<file path="src/rtl/mc_controller_pkg.sv">
// mc_controller_pkg
//   Shared definitions for the multi-cycle controller: opcode constants,
//   controller state enum, decoded instruction class, pc_src and fault_code
//   encodings.
package mc_controller_pkg;

  localparam logic [6:0] OPC_LOAD   = 7'b0000011;
  localparam logic [6:0] OPC_STORE  = 7'b0100011;
  localparam logic [6:0] OPC_OPIMM  = 7'b0010011;
  localparam logic [6:0] OPC_OP     = 7'b0110011;
  localparam logic [6:0] OPC_BRANCH = 7'b1100011;
  localparam logic [6:0] OPC_JAL    = 7'b1101111;
  localparam logic [6:0] OPC_JALR   = 7'b1100111;
  localparam logic [6:0] OPC_LUI    = 7'b0110111;
  localparam logic [6:0] OPC_AUIPC  = 7'b0010111;

  typedef enum logic [2:0] {
    ST_RST,
    ST_FETCH,
    ST_DECODE,
    ST_EXEC,
    ST_MEM,
    ST_WB,
    ST_TRAP
  } state_e;

  typedef enum logic [3:0] {
    CLS_NONE,
    CLS_LOAD,
    CLS_STORE,
    CLS_OPIMM,
    CLS_OP,
    CLS_BRANCH,
    CLS_JAL,
    CLS_JALR,
    CLS_LUI,
    CLS_AUIPC
  } op_class_e;

  localparam logic [1:0] PC_SRC_SEQ = 2'b00;  // pc + 4
  localparam logic [1:0] PC_SRC_REL = 2'b01;  // pc + imm
  localparam logic [1:0] PC_SRC_REG = 2'b10;  // (rs1 + imm) & ~1

  localparam logic [1:0] FAULT_NONE    = 2'b00;
  localparam logic [1:0] FAULT_ILLEGAL = 2'b01;
  localparam logic [1:0] FAULT_IMEM    = 2'b10;
  localparam logic [1:0] FAULT_DMEM    = 2'b11;

  // Classes that only exist when control-flow instructions are enabled.
  function automatic logic is_ctrl_flow(op_class_e cls);
    return cls inside {CLS_BRANCH, CLS_JAL, CLS_JALR, CLS_LUI, CLS_AUIPC};
  endfunction

endpackage

</file>
<file path="src/rtl/mc_controller_opdecode.sv">
// mc_opdecode
//   Combinational opcode classifier.
//   Ports:
//     op       in  [6:0]  opcode
//     legal    out        opcode is supported under ENABLE_CTRL_FLOW
//     op_class out        decoded instruction class (CLS_NONE if unknown)
module mc_opdecode
  import mc_controller_pkg::*;
#(
  parameter int unsigned ENABLE_CTRL_FLOW = 1
) (
  input  logic [6:0] op,
  output logic       legal,
  output op_class_e  op_class
);

  always_comb begin
    op_class = CLS_NONE;
    case (op)
      OPC_LOAD:   op_class = CLS_LOAD;
      OPC_STORE:  op_class = CLS_STORE;
      OPC_OPIMM:  op_class = CLS_OPIMM;
      OPC_OP:     op_class = CLS_OP;
      OPC_BRANCH: op_class = CLS_BRANCH;
      OPC_JAL:    op_class = CLS_JAL;
      OPC_JALR:   op_class = CLS_JALR;
      OPC_LUI:    op_class = CLS_LUI;
      OPC_AUIPC:  op_class = CLS_AUIPC;
      default:    op_class = CLS_NONE;
    endcase

    legal = (op_class != CLS_NONE);
    if ((ENABLE_CTRL_FLOW == 0) && is_ctrl_flow(op_class)) begin
      legal = 1'b0;
    end
  end

endmodule

</file>
<file path="src/rtl/mc_controller.sv">
// mc_controller
//   Multi-cycle instruction sequencing FSM:
//   RST -> FETCH -> DECODE -> EXEC -> [MEM] -> [WB] -> FETCH, with TRAP as a
//   sticky sink for illegal opcodes and memory timeouts.
//   Ports:
//     clk, rst                   clock, async active-high reset
//     op                         opcode, valid while imem_ack=1
//     imem_req / imem_ack        instruction fetch handshake
//     dmem_req / dmem_ack        data access handshake
//     branch_taken               ALU compare result, used in EXEC
//     ir_we, pc_we, pc_src       IR load, PC write and PC source select
//     ALUSrc, cal                ALU operand-B select, force ADD
//     mem_load, do_store         data read / write qualifiers
//     Reg_load, Regwswitch,
//     wb_link                    register writeback controls
//     retire                     one pulse per completed instruction
//     fault, fault_code          sticky error flag and cause
module mc_controller
  import mc_controller_pkg::*;
#(
  parameter int unsigned MEM_TIMEOUT      = 15,
  parameter int unsigned ENABLE_CTRL_FLOW = 1
) (
  input  logic       clk,
  input  logic       rst,
  input  logic [6:0] op,
  output logic       imem_req,
  input  logic       imem_ack,
  output logic       dmem_req,
  input  logic       dmem_ack,
  input  logic       branch_taken,
  output logic       ir_we,
  output logic       pc_we,
  output logic [1:0] pc_src,
  output logic       ALUSrc,
  output logic       cal,
  output logic       mem_load,
  output logic       do_store,
  output logic       Reg_load,
  output logic       Regwswitch,
  output logic       wb_link,
  output logic       retire,
  output logic       fault,
  output logic [1:0] fault_code
);

  localparam logic [7:0] TIMEOUT = 8'(MEM_TIMEOUT);

  state_e     state_q, state_d;
  logic [7:0] cnt_q, cnt_d;
  logic [6:0] op_q, op_d;
  logic       fault_q, fault_d;
  logic [1:0] fault_code_q, fault_code_d;

  logic       legal;
  op_class_e  op_class;
  logic [7:0] cnt_inc;

  // Decode always works on the latched opcode, never the live bus.
  mc_opdecode #(
    .ENABLE_CTRL_FLOW(ENABLE_CTRL_FLOW)
  ) u_opdecode (
    .op      (op_q),
    .legal   (legal),
    .op_class(op_class)
  );

  assign cnt_inc = cnt_q + 8'd1;

  // State register
  always_ff @(posedge clk or posedge rst) begin
    if (rst) begin
      state_q      <= ST_RST;
      cnt_q        <= '0;
      op_q         <= '0;
      fault_q      <= 1'b0;
      fault_code_q <= FAULT_NONE;
    end else begin
      state_q      <= state_d;
      cnt_q        <= cnt_d;
      op_q         <= op_d;
      fault_q      <= fault_d;
      fault_code_q <= fault_code_d;
    end
  end

  // Next-state logic
  always_comb begin
    state_d      = state_q;
    cnt_d        = cnt_q;
    op_d         = op_q;
    fault_d      = fault_q;
    fault_code_d = fault_code_q;

    case (state_q)
      ST_RST: begin
        state_d = ST_FETCH;
        cnt_d   = '0;
      end
      ST_FETCH: begin
        if (imem_ack) begin
          op_d    = op;
          state_d = ST_DECODE;
        end else begin
          // Ack in the terminal cycle takes the branch above, so it wins.
          cnt_d = cnt_inc;
          if (cnt_inc == TIMEOUT) begin
            state_d      = ST_TRAP;
            fault_d      = 1'b1;
            fault_code_d = FAULT_IMEM;
          end
        end
      end
      ST_DECODE: begin
        if (!legal) begin
          state_d      = ST_TRAP;
          fault_d      = 1'b1;
          fault_code_d = FAULT_ILLEGAL;
        end else begin
          state_d = ST_EXEC;
        end
      end
      ST_EXEC: begin
        case (op_class)
          CLS_LOAD, CLS_STORE: begin
            state_d = ST_MEM;
            cnt_d   = '0;
          end
          CLS_BRANCH: begin
            state_d = ST_FETCH;
            cnt_d   = '0;
          end
          default: state_d = ST_WB;
        endcase
      end
      ST_MEM: begin
        if (dmem_ack) begin
          if (op_class == CLS_LOAD) begin
            state_d = ST_WB;
          end else begin
            state_d = ST_FETCH;
            cnt_d   = '0;
          end
        end else begin
          cnt_d = cnt_inc;
          if (cnt_inc == TIMEOUT) begin
            state_d      = ST_TRAP;
            fault_d      = 1'b1;
            fault_code_d = FAULT_DMEM;
          end
        end
      end
      ST_WB: begin
        state_d = ST_FETCH;
        cnt_d   = '0;
      end
      ST_TRAP: state_d = ST_TRAP;
      default: state_d = ST_RST;
    endcase
  end

  // Output decode
  always_comb begin
    imem_req   = 1'b0;
    dmem_req   = 1'b0;
    ir_we      = 1'b0;
    pc_we      = 1'b0;
    pc_src     = PC_SRC_SEQ;
    ALUSrc     = 1'b0;
    cal        = 1'b0;
    mem_load   = 1'b0;
    do_store   = 1'b0;
    Reg_load   = 1'b0;
    Regwswitch = 1'b0;
    wb_link    = 1'b0;
    retire     = 1'b0;

    case (state_q)
      ST_FETCH: begin
        imem_req = 1'b1;
        ir_we    = imem_ack;
      end
      ST_EXEC: begin
        case (op_class)
          CLS_LOAD, CLS_STORE, CLS_LUI, CLS_AUIPC: cal = 1'b1;
          CLS_OP: ALUSrc = 1'b1;
          CLS_BRANCH: begin
            ALUSrc = 1'b1;
            pc_we  = 1'b1;
            pc_src = branch_taken ? PC_SRC_REL : PC_SRC_SEQ;
            retire = 1'b1;
          end
          default: ;
        endcase
      end
      ST_MEM: begin
        dmem_req = 1'b1;
        mem_load = (op_class == CLS_LOAD);
        do_store = (op_class == CLS_STORE);
        // A store completes in MEM itself; there is no WB for it.
        if (dmem_ack && (op_class == CLS_STORE)) begin
          pc_we  = 1'b1;
          retire = 1'b1;
        end
      end
      ST_WB: begin
        Reg_load   = 1'b1;
        pc_we      = 1'b1;
        retire     = 1'b1;
        Regwswitch = (op_class == CLS_LOAD);
        wb_link    = (op_class == CLS_JAL) || (op_class == CLS_JALR);
        if (op_class == CLS_JAL) begin
          pc_src = PC_SRC_REL;
        end else if (op_class == CLS_JALR) begin
          pc_src = PC_SRC_REG;
        end
      end
      default: ;
    endcase
  end

  assign fault      = fault_q;
  assign fault_code = fault_code_q;

endmodule

</file>
<file path="config.mk">
export PLATFORM = sky130hd
export DESIGN_NAME = mc_controller
export DESIGN_NICKNAME = d
export VERILOG_FILES = /design/src/rtl/mc_controller_pkg.sv /design/src/rtl/mc_controller_opdecode.sv /design/src/rtl/mc_controller.sv
export SDC_FILE = /design/constraint.sdc
export NUM_CORES = 1
export LEC_CHECK = 0
export CAP_MARGIN = 5
export CORE_ASPECT_RATIO = 0.8
export CORE_MARGIN = 3
export CORE_UTILIZATION = 50
export DETAILED_ROUTE_END_ITERATION = 10
export DONT_BUFFER_PORTS = 1
export HOLD_SLACK_MARGIN = 0.15
export PLACE_DENSITY = 0.75
export SETUP_SLACK_MARGIN = 0.1
export SYNTH_ARGS = -nofsm -noshare
export SYNTH_HDL_FRONTEND = slang
export SYNTH_HIERARCHICAL = 1
export SYNTH_SLANG_ARGS = --single-unit
export TNS_END_PERCENT = 10
</file>
<file path="constraint.sdc">
create_clock -name clk -period 2.3 [get_ports clk]
set_clock_uncertainty 0.1 [all_clocks]
set_input_delay 0.46 -clock clk [delete_from_list [all_inputs] [get_ports clk]]
set_output_delay 0.46 -clock clk [all_outputs]
set_load 0.1 [all_outputs]
</file>
==> impl_results.md <==
- CTS tree: built
- Synthesized netlist cell count: 168
- Number of port buffers: 0
- Setup-failing EPs final: 20
- Top Ports: 29
- Outcome: complete, but fails checks
- Synth area leaders: dfrtp_1, mux2_2, and3_1, o21ai_1, nor2b_1
- Synthesis-to-layout area growth: 40.5%
- Post-DRT Antenna Nets: 0
- # diodes: 0
- Avg Cell Area, Syn: 9.24 um2
- Overall global routing resource usage: 22.3%
- Design Power: 3.02 mW
- Share of layout cells above drive strength 1: 44.9%
- Final Wtd Congestion: 0.838
- Relative slew slack: 47.1%
- Drt wl/cell: 16.6 um
- Largest net degree at the start of global routing: 22
- Remaining DRCs: 0
- Iteration-0 DRC Markers: 76
- Hold violation count in the final report: 0
- Fin crit period: 3030 ps
- Met3 Wirelength: 299 um
- Top routing layer in use: met4
- Yosys warns: 6
- Synthesized area: 1550 um2
- Critical Path RT: 1740 ps
- Worst reg2reg setup slack: -420 ps
- HPWL Detailed: 2.76 mm
- Critical path fanouts, max: 4
- First-pass GRT wire length: 6.58 mm
- HP Class: in -> async
- Core Footprint: 2850 um2
- Site Rows: 17
- CTS sink count: 21
- Slew Viols, Final: 0
- Vert. Die Dim: 55.8 um
- EDFF count, synth: 0
- GRT overflow: 0
- Fin worst setup slack: -729 ps
- CP Launch Type: flop
- Final wirelength: 4.05 mm
- TritonCTS Buffers: 3
- Post-synth top area cell: dfrtp_1
- Pre-CTS setup slack: -283 ps
- DRT Pass-1 Iters: 4
- Peak supply drop: 0.00106 V
- Final TNS setup: -8800 ps
- CTS clk-pin slew, worst paths: 80 ps
- Seq/Total Area, Yosys: 33.8%
- Violated checks: setup timing
- Final net count: 220
- Async SR Flop Fraction: 100%
- Yosys cell types: 55
- Number of H-tree levels: 1
- RSZ-0062 raised after global routing: yes
- Via density: 5.98
- Met2 wire length: 1.91 mm
- Crit path kind: reg -> out
- Slew @ Worst Pin: 792 ps
- Max-cap violations: 0
- Root buf cell: clkbuf_8
- Vias in the first global route: 1413
- Met1 wire length: 1.77 mm
- Clock Tree Buf Depth: 2
- Crit. End Element: primary output
- Tcrit/Tclk final: 132%
- Initial antenna violation count: 0
- Hold slack: 119 ps
- Maximum clock rate: 330 MHz
- Synthesized Nets: 182
- Data arrival, critical path: 2470 ps
- Register bit total from synthesis: 21
- Vias: 1452
- Top_reg_cell synth: dfrtp_1
- Die width: 68.3 um
- Leak pwr: 0.933 nW
- Power per cell area: 1380 nW/um2
- Post-synth top area share: 33.8%
- Initial Utilization: 54.5%
- DIE AREA: 3810 um2
- Clk_lat worst skew: 270 ps
synth_stat cells, types with 4 or more instances:
master and n:
o21ai_1 10, nand2b_1 5, nand3_1 5, inv_1 7
a21oi_1 5, nor3_1 4, dfrtp_1 21, mux2_2 7
nand2_1 6, buf_2 5, nor2b_1 7, nor2_1 10
a22o_1 4, and3_1 8, o21ai_0 5
cell usage in the layout, fill, tap and decap left out, types with 3 or more instances in the layout:
master | Yosys | routed
buf_12 | 0 | 9
nand2_1 | 6 | 6
buf_4 | 2 | 31
o31ai_1 | 3 | 3
buf_6 | 2 | 3
clkbuf_8 | 0 | 3
o21ai_0 | 5 | 4
a22o_1 | 4 | 4
nand2b_1 | 5 | 4
mux2_2 | 7 | 7
inv_1 | 7 | 7
nor2_1 | 10 | 10
nor2b_1 | 7 | 4
dfrtp_1 | 21 | 16
o21ai_1 | 10 | 10
a21oi_1 | 5 | 4
dfrtp_2 | 0 | 5
and3_1 | 8 | 6
nor4_1 | 3 | 3
nand3_1 | 5 | 4
per-stage QoR:
| step | instance area (um2) | std cells | util [%] |
|---|---|---|---|
| 2_1_floorplan | 1620 | 168 | - |
| 3_3_place_gp | 1980 | 232 | 69.4 |
| 3_5_place_dp | 1980 | 232 | 69.4 |
| 4_1_cts | 2120 | 240 | 74.4 |
| 5_1_grt | 2180 | 243 | 76.6 |
| 6_report | 2180 | 243 | 76.6 |
worst paths after layout:
path                       cells past startpoint  startpoint            end
hold reg to reg                                1     op_q[1]        op_q[1]
min in group clk                               1    imem_ack     state_q[0]
max in group asynchronous                      1         rst        op_q[2]
setup / recovery                               8     op_q[2]         retire
setup reg to reg                               9     op_q[2]       cnt_q[7]
hold / removal                                 1         rst  fault_code[0]
registers in the layout, indices dropped and copies added, names as in the netlist:
name        count
cnt_q           8
fault           1
state_q         3
op_q            7
fault_code      2
area by class of cell:
| class | instances | area [um2] |
|---|---|---|
| clock buffer | 3 | 41.3 |
| clock inverter | 1 | 5.00 |
| fill | 189 | 668 |
| inverter | 7 | 26.3 |
| multi-input combinational | 129 | 1060 |
| sequential | 21 | 532 |
| tap | 38 | 47.5 |
| timing repair buffer | 44 | 474 |
repair_timing:
action / in CTS / in global routing
hold buffers: 0 / 0
setup endpoints to repair: 21 / 23
endpoints found under the hold margin: 0 / 0
buffers inserted: 4 / 3
gates resized for setup: 17 / 8
pin swaps: 5 / 2
report_power, final:
part	internal [mW]	switching, mW
clock	0.121	0.132
combinational	0.852	1.22
sequential	0.509	0.187
logic make-up (layout without fill, tap and decap cells):
| kind of cell | after synthesis | in the layout | share of synthesized area [%] |
|---|---|---|---|
| buffers and inverters | 18 | 55 | 6.45 |
| XOR/XNOR | 4 | 4 | 2.26 |
| AND/OR/NAND/NOR | 71 | 71 | 29.8 |
| adder cells (fa/ha/maj) | 2 | 2 | 1.61 |
| flip-flops | 21 | 21 | 33.8 |
| multiplexers | 8 | 8 | 5.72 |
| AO/OA/AOI/OAI | 44 | 44 | 20.3 |
routing by layer:
metal,track usage (%),vias to the layer above
met5,0,-
met4,7.08,0
met3,4.44,7
met2,33.8,62
met1,31.5,690
li1,-,693
critical path, cell delays in order (launching register included):
cell and delay, ps:
dfrtp_2 430, buf_4 150, nor3_1 310, nand3b_1 190
a21oi_2 260, buf_4 180, nor3b_4 50, a221o_4 410
buf_16 210
Note: power is estimated with default switching activity, not from simulation.
